[src/rtl/mux16_scan_seq.sv]
// Scan sequencer for a 16:1 bit mux: steps Sel through all codes, samples Y_in per code,
// and presents the assembled word with a one-cycle valid pulse. Optional parity via MUX16_SCAN_PARITY_EN.
module mux16_scan_seq #(
  parameter bit DIR = 1'b0
) (
  input  logic        clk,
  input  logic        rst,
  input  logic        start,
  input  logic        cont,
  input  logic        stop,
  input  logic        Y_in,
  output logic [3:0]  Sel,
  output logic [15:0] Dados_out,
  output logic        valid,
  output logic        busy
`ifdef MUX16_SCAN_PARITY_EN
  ,
  output logic        Paridade
`endif
);

  typedef enum logic [1:0] {IDLE, SCAN, DONE} state_e;

  localparam logic [3:0] FIRST_SEL = DIR ? 4'hF : 4'h0;

  state_e      state_q, state_d;
  logic [3:0]  sel_q, sel_d;
  logic [3:0]  cnt_q, cnt_d;
  logic [15:0] shadow_q, shadow_d;
  logic [15:0] dados_q, dados_d;
  logic        valid_q, valid_d;
  logic [15:0] word_full;
`ifdef MUX16_SCAN_PARITY_EN
  logic        par_q, par_d;
`endif

  always_comb begin
    state_d   = state_q;
    sel_d     = sel_q;
    cnt_d     = cnt_q;
    shadow_d  = shadow_q;
    dados_d   = dados_q;
    valid_d   = 1'b0;
`ifdef MUX16_SCAN_PARITY_EN
    par_d     = par_q;
`endif
    // Shadow word with the bit currently presented on the mux merged in.
    word_full        = shadow_q;
    word_full[sel_q] = Y_in;

    case (state_q)
      IDLE: begin
        sel_d = FIRST_SEL;
        if (start) begin
          state_d  = SCAN;
          cnt_d    = 4'd0;
          shadow_d = 16'h0000;
        end
      end
      SCAN: begin
        // Abort wins even on the cycle the final bit would have been captured.
        if (stop) begin
          state_d  = IDLE;
          sel_d    = FIRST_SEL;
          cnt_d    = 4'd0;
          shadow_d = 16'h0000;
        end else if (cnt_q == 4'd15) begin
          state_d  = DONE;
          sel_d    = FIRST_SEL;
          cnt_d    = 4'd0;
          shadow_d = word_full;
          dados_d  = word_full;
          valid_d  = 1'b1;
`ifdef MUX16_SCAN_PARITY_EN
          par_d    = ^word_full;
`endif
        end else begin
          cnt_d    = cnt_q + 4'd1;
          shadow_d = word_full;
          sel_d    = DIR ? (sel_q - 4'd1) : (sel_q + 4'd1);
        end
      end
      DONE: begin
        sel_d    = FIRST_SEL;
        cnt_d    = 4'd0;
        shadow_d = 16'h0000;
        state_d  = cont ? SCAN : IDLE;
      end
      default: begin
        state_d = IDLE;
        sel_d   = FIRST_SEL;
      end
    endcase
  end

  always_ff @(posedge clk) begin
    if (rst) begin
      state_q  <= IDLE;
      sel_q    <= FIRST_SEL;
      cnt_q    <= 4'd0;
      shadow_q <= 16'h0000;
      dados_q  <= 16'h0000;
      valid_q  <= 1'b0;
`ifdef MUX16_SCAN_PARITY_EN
      par_q    <= 1'b0;
`endif
    end else begin
      state_q  <= state_d;
      sel_q    <= sel_d;
      cnt_q    <= cnt_d;
      shadow_q <= shadow_d;
      dados_q  <= dados_d;
      valid_q  <= valid_d;
`ifdef MUX16_SCAN_PARITY_EN
      par_q    <= par_d;
`endif
    end
  end

  assign Sel       = sel_q;
  assign Dados_out = dados_q;
  assign valid     = valid_q;
  assign busy      = (state_q == SCAN);
`ifdef MUX16_SCAN_PARITY_EN
  assign Paridade  = par_q;
`endif

endmodule

[config.mk]
export PLATFORM = sky130hd
export DESIGN_NAME = mux16_scan_seq
export DESIGN_NICKNAME = d
export VERILOG_FILES = /design/src/rtl/mux16_scan_seq.sv
export SDC_FILE = /design/constraint.sdc
export NUM_CORES = 1
export LEC_CHECK = 0
export ABC_CLOCK_PERIOD_IN_PS = 1700
export CAP_MARGIN = 30
export CORE_MARGIN = 10
export CORE_UTILIZATION = 28
export CTS_CLUSTER_DIAMETER = 40
export DETAILED_ROUTE_END_ITERATION = 8
export PLACE_DENSITY_LB_ADDON = 0.12
export SYNTH_ARGS = -nofsm -noshare
export SYNTH_HDL_FRONTEND = slang
export SYNTH_SLANG_ARGS = --single-unit
[constraint.sdc]
create_clock -name clk -period 1.7 [get_ports clk]
set_input_delay 0.34 -clock clk [delete_from_list [all_inputs] [get_ports clk]]
set_output_delay 0.34 -clock clk [all_outputs]
set_load 0.05 [all_outputs]
== After elaboration in Yosys (flattened, before gate mapping) ==
Index checks and enable logic that the tools add are counted.
Word-level totals
  register bits after elaboration: 43
  input bits: 6
  output and inout bits: 22
  word-level logic and storage cells: 41
Operators by class
  add/subtract/negate cells: 2
  magnitude comparators: 2
  equality and inequality tests: 5
  multiplexer cells: 16
  bitwise gates (word level): 2
  reduce and logical (&&, ||, !) cells: 8
Operators by type and width (count)
  $pmux 16 s3: 1
  $mux 16: 2
  $bwmux 16: 1
  $mux 4: 3
  $pmux 4 s3: 1
  $add 4x1->4 const B: 2
  $mux 2: 3
  $pmux 2 s3: 1
  $lt 4x5->1 const B: 1
  $demux 1 s4: 1
  $eq 4x4->1 const B: 1
  $ge 4x1->1 const B: 1
  $reduce_and 2->1: 2
  $reduce_or 4->1: 1
  $mux 1: 3
  $ne 3x2->1 const B: 1
  $reduce_and 3->1: 1
  $reduce_bool 3->1: 1
  $reduce_or 3->1: 1
  $eq 2x1->1 const B: 1
  $eq 2x2->1 const B: 1
  $logic_not 2->1: 1
  $ne 2x2->1 const B: 1
  $not 1->1: 2
  $logic_and 1x1->1: 1

== Logic depth before layout (Yosys ltp) ==
  depth in word-level cells: 7
  mapped depth: 7
  mapped depth without buffers: 5

== Worst setup path before layout ==
No wires, ideal clock.
  kind: flip-flop to flip-flop
  start: register sel_q[2] (netlist: Sel[2])
  end: register dados_q[15] (netlist: Dados_out[15])
  library setup time: 0.086 ns
  arrival time: 1.619 ns
  data required time: 1.614 ns
  path slack: -0.004 ns
  stages on the path, launching flop included: 6
  period minus slack after synthesis: 1.704 ns
  cells stage by stage: dfxtp_1 > buf_2 > clkbuf_1 > nand3_1 > mux2i_1 > a211oi_1
Between the ends
  cells in the longest elaborated chain, start to end: 5
RTL lines
  start: declaration: line 27  | logic [3:0] sel_q, sel_d;
  start signal: assignment: line 109  | sel_q <= sel_d;
  $lt 4x5->1 (not written as such) / $ge 4x1->1 (equally long branches): line 49  | word_full[sel_q] = Y_in;
  $logic_and 1x1->1 (not written as such): line 49
  $mux 1 (not written as such): line 49
  $demux 1 s4 (*): line 49
  $bwmux 16 (*): line 49
  end signal: assignment: line 112  | dados_q <= dados_d;
  end: declaration: line 30  | logic [15:0] dados_q, dados_d;
Mark *: on every way between the ends. The rest lies on a longest branch, timed or not.
A chain may end at the register's enable or synchronous reset.

== Final worst setup path ==
  start: register sel_q[3] (netlist: Sel[3])
  end: output port Sel[3]
RTL lines
  end: declaration: line 12  | output logic [3:0] Sel,
No word-level cell between the ends.

==> impl_results.md <==
* Number of cells on the worst reg-to-reg path at 3
* Highest metal layer with signal wires: met4
* Achievable frequency at 634 MHz
* Routability congestion estimate at 0.728
* RSZ-0062 raised after global routing: no
* Number of enable-type register cells in the synthesized netlist at 0
* Number of cells on the worst hold path at 1
* Average footprint of a synthesized cell at 10.6 sq um
* First-iteration detailed-routing DRC count at 50
* Combined area of all synthesized cells at 1920 sq um
* Total of cells resized after clock tree synthesis at 0
* Post-layout min period at 1.58 ns
* Leading area contributor after synthesis: sky130_fd_sc_hd__dfxtp_1
* Total via count in the routed design at 1473
* Hold-fix buffer count after cts at 0
* Share of post-route cells with drive strength above 1 at 24.5%
* Largest fanout on the critical path at 18
* Compound-gate portion of the synthesized area at 20.6%
* WP buf/inv at 1
* Core Util, Final at 36.0%
* Die height at 103 um
* Total net switching power at 0.430 mW
* Setup Skew at 0.00849 ns
* Area inside the core boundary at 6720 sq um
* Antenna cell count at 0
* Overall power at 1.93 mW
* Post-route setup TNS at 0 ns
* Ranking of synthesized cells by area: sky130_fd_sc_hd__dfxtp_1, sky130_fd_sc_hd__mux2i_1, sky130_fd_sc_hd__o2bb2ai_1
* Metal-1 WL at 2150 um
* Top Family by Delay on Critical Path: flip-flops
* PortBufs at 27
* Critical Path, Cell by Cell: buf_12
* TritonCTS clock tree: done
* Actual slew at the worst max-slew pin at 0.616 ns
* Initial core utilization at 28.5%
* Post-CTS setup buffer count at 0
* Cell internal pwr at 1.50 mW
* Main combinational cell family by area after synthesis: compound AO/OA/AOI/OAI gates
* Cell area after placement at 2310 sq um
* Final hold violations at 0
* Worst EP arrival at 1.24 ns
* Total global-route track usage at 9.44%
* Most repeated cell in the gate-level netlist after synthesis: sky130_fd_sc_hd__dfxtp_1
* Reported leakage power at 0.934 nW
* Clock buffer depth at 2
* Combinational share of power at 5.9%
* Final antenna-violating net count at 0
* Result of the run: finished, final reports clean
* Final Setup Violations at 0
* Power per cell area at 797 nW/um^2
* Average wire per cell in the routed design at 16.3 um
* CTS HTree Levels at 2
* Tcrit/Tclk final at 92.8%
* Share of cell area taken by muxes after synthesis at 8.88%
* Slack of the critical path at 0.122 ns
* Core Rows at 30
* Largest incremental delay on the critical path at 0.72 ns
* Post-route standard cell area excluding fillers at 2420 sq um
* Number of top-level pins at 28
* Clock-pin slew on the worst setup and hold paths at 0.09 ns
* Critical path class: reg2out
* Number of different library cells in the post-synthesis netlist at 34
* DRC at 0
* Net count of the mapped netlist at 192
* Total congestion overflow after global routing at 0
* Critical Path RT at 1.36 ns
* Half-perimeter wire length of the detailed placement result at 3480 um
* Chip Width at 103 um
* Total Die Area at 10500 sq um
* Mapped Cells at 180
* Critical Path End Type: output pin
* Worst supply voltage drop on vdd at 0.264 mV
* Post-Place Setup Slack at -0.155 ns
* Max-cap violation count at 0
* Clock tree sinks at 43
* Number of storage elements in the synthesis netlist at 43
* Primary FF master, synth: sky130_fd_sc_hd__dfxtp_1
* Clk_lat worst skew at 0.30 ns
* Synthesized-area fraction occupied by adder cells at 3.92%
* Number of global-route vias before repair at 1538
* Routed Wire Length at 4770 um
* Global-route wire length before repair at 7890 um
* Share of power burned in the clock network at 41.5%
* Relative slew slack at 58.9%
* First-pass iteration count of the detailed router at 4
* CP startpoint kind: register
* Slowest stage cell, crit path: sky130_fd_sc_hd__dfxtp_1
* NumNets Final at 223
* Pin count of the biggest net entering global routing at 20
* Area grow syn2layout at 26.4%
* Top post-synthesis cells by count: sky130_fd_sc_hd__dfxtp_1, sky130_fd_sc_hd__a21oi_1, sky130_fd_sc_hd__mux2i_1, sky130_fd_sc_hd__o2bb2ai_1, sky130_fd_sc_hd__a211oi_1
* Critical path depth in cells at 1
* Routed wire length on met3 at 190 um
* Count of filler cells inserted in the layout at 666
* Synth warn at 0
* Clock buffer count from CTS at 5
* Routed length on met2 at 2330 um
* Xor/xnor share of the synthesized area at 1.37%
* Class of the most critical hold timing path: reg2reg
* Initial antenna violation count at 0
* Clock root buffer: sky130_fd_sc_hd__clkbuf_8
* Switching Share at 22.3%
* Routed vias/inst at 5.04
* Simple logic cell fraction of the synthesized area at 14.1%
* Sequential element share of the synthesized area at 44.9%
* Proportion of power drawn by flip-flops and latches at 52.6%
* Share of async-settable or async-resettable flops after synthesis at 0%
* Number of max-slew violations in the final report at 0
* Area share of the largest cell type after synthesis at 44.9%
-- cell type report --
type | instances | area, sq um | share of cell area (%)
clock inverter | 3 | 43.8 | 1.81
sequential | 43 | 863 | 35.7
clock buffer | 5 | 68.8 | 2.84
inverter | 2 | 7.51 | 0.310
timing repair buffer | 40 | 400 | 16.5
multi-input combinational | 119 | 937 | 38.7
tap | 80 | 100 | 4.13
-- sequential cells by signal, summed over array words and instances, names as in the netlist --
| register | flops |
|---|---|
| Sel | 4 |
| Dados_out | 16 |
| valid | 1 |
| cnt_q | 4 |
| state_q | 2 |
| shadow_q | 16 |
-- routing by layer --
metal / up-vias / track usage [%]
met5: - / 0
met4: 0 / 3.90
met3: 7 / 2.88
met2: 28 / 16.0
met1: 705 / 10.8
li1: 733 / -
-- cells by family after synthesis --
kind of cell,Yosys count
compound gates,55
xor+xnor,3
fa+ha+maj,6
buf+inv,18
flops,43
mux,17
simple gates,38
-- metrics by stage --
step,cells,hold WS (ns)
after global routing,292,0.488
after global placement,284,0.444
final,292,0.469
after floorplan,180,0.432
after CTS,292,0.470
after detailed placement,284,0.447
-- placed cells by master (no fill, tap or decap), drive strengths merged, types with 5 or more instances in the layout --
| cell type | instances |
|---|---|
| a21oi | 17 |
| o2bb2ai | 17 |
| buf | 35 |
| ha | 6 |
| nand3b | 9 |
| nand3 | 7 |
| clkbuf | 5 |
| mux2i | 17 |
| clkdlybuf4s50 | 5 |
| nor3b | 7 |
| a211oi | 16 |
| dfxtp | 43 |
-- final timing paths --
kind                               end                      start  slack (ns)
min reg2reg  shadow_q[15]$_SDFFE_PP0P_  shadow_q[15]$_SDFFE_PP0P_        0.47
max                             Sel[3]          Sel[3]$_SDFF_PP0_        0.12
max reg2reg  Dados_out[7]$_SDFFE_PP0P_          Sel[3]$_SDFF_PP0_        0.19
min          shadow_q[15]$_SDFFE_PP0P_  shadow_q[15]$_SDFFE_PP0P_        0.47
-- power by group through the flow --
stage / clock (mW) / combinational, mW / sequential, mW
detailed placement: 0 / 0.113 / 1.04
finish: 0.801 / 0.113 / 1.02
CTS: 0.823 / 0.114 / 1.02
global placement: 0 / 0.112 / 1.04
floorplan: 0 / 0.0593 / 1.04
global route: 0.856 / 0.121 / 1.02
Power figures use the tool's default switching activity.
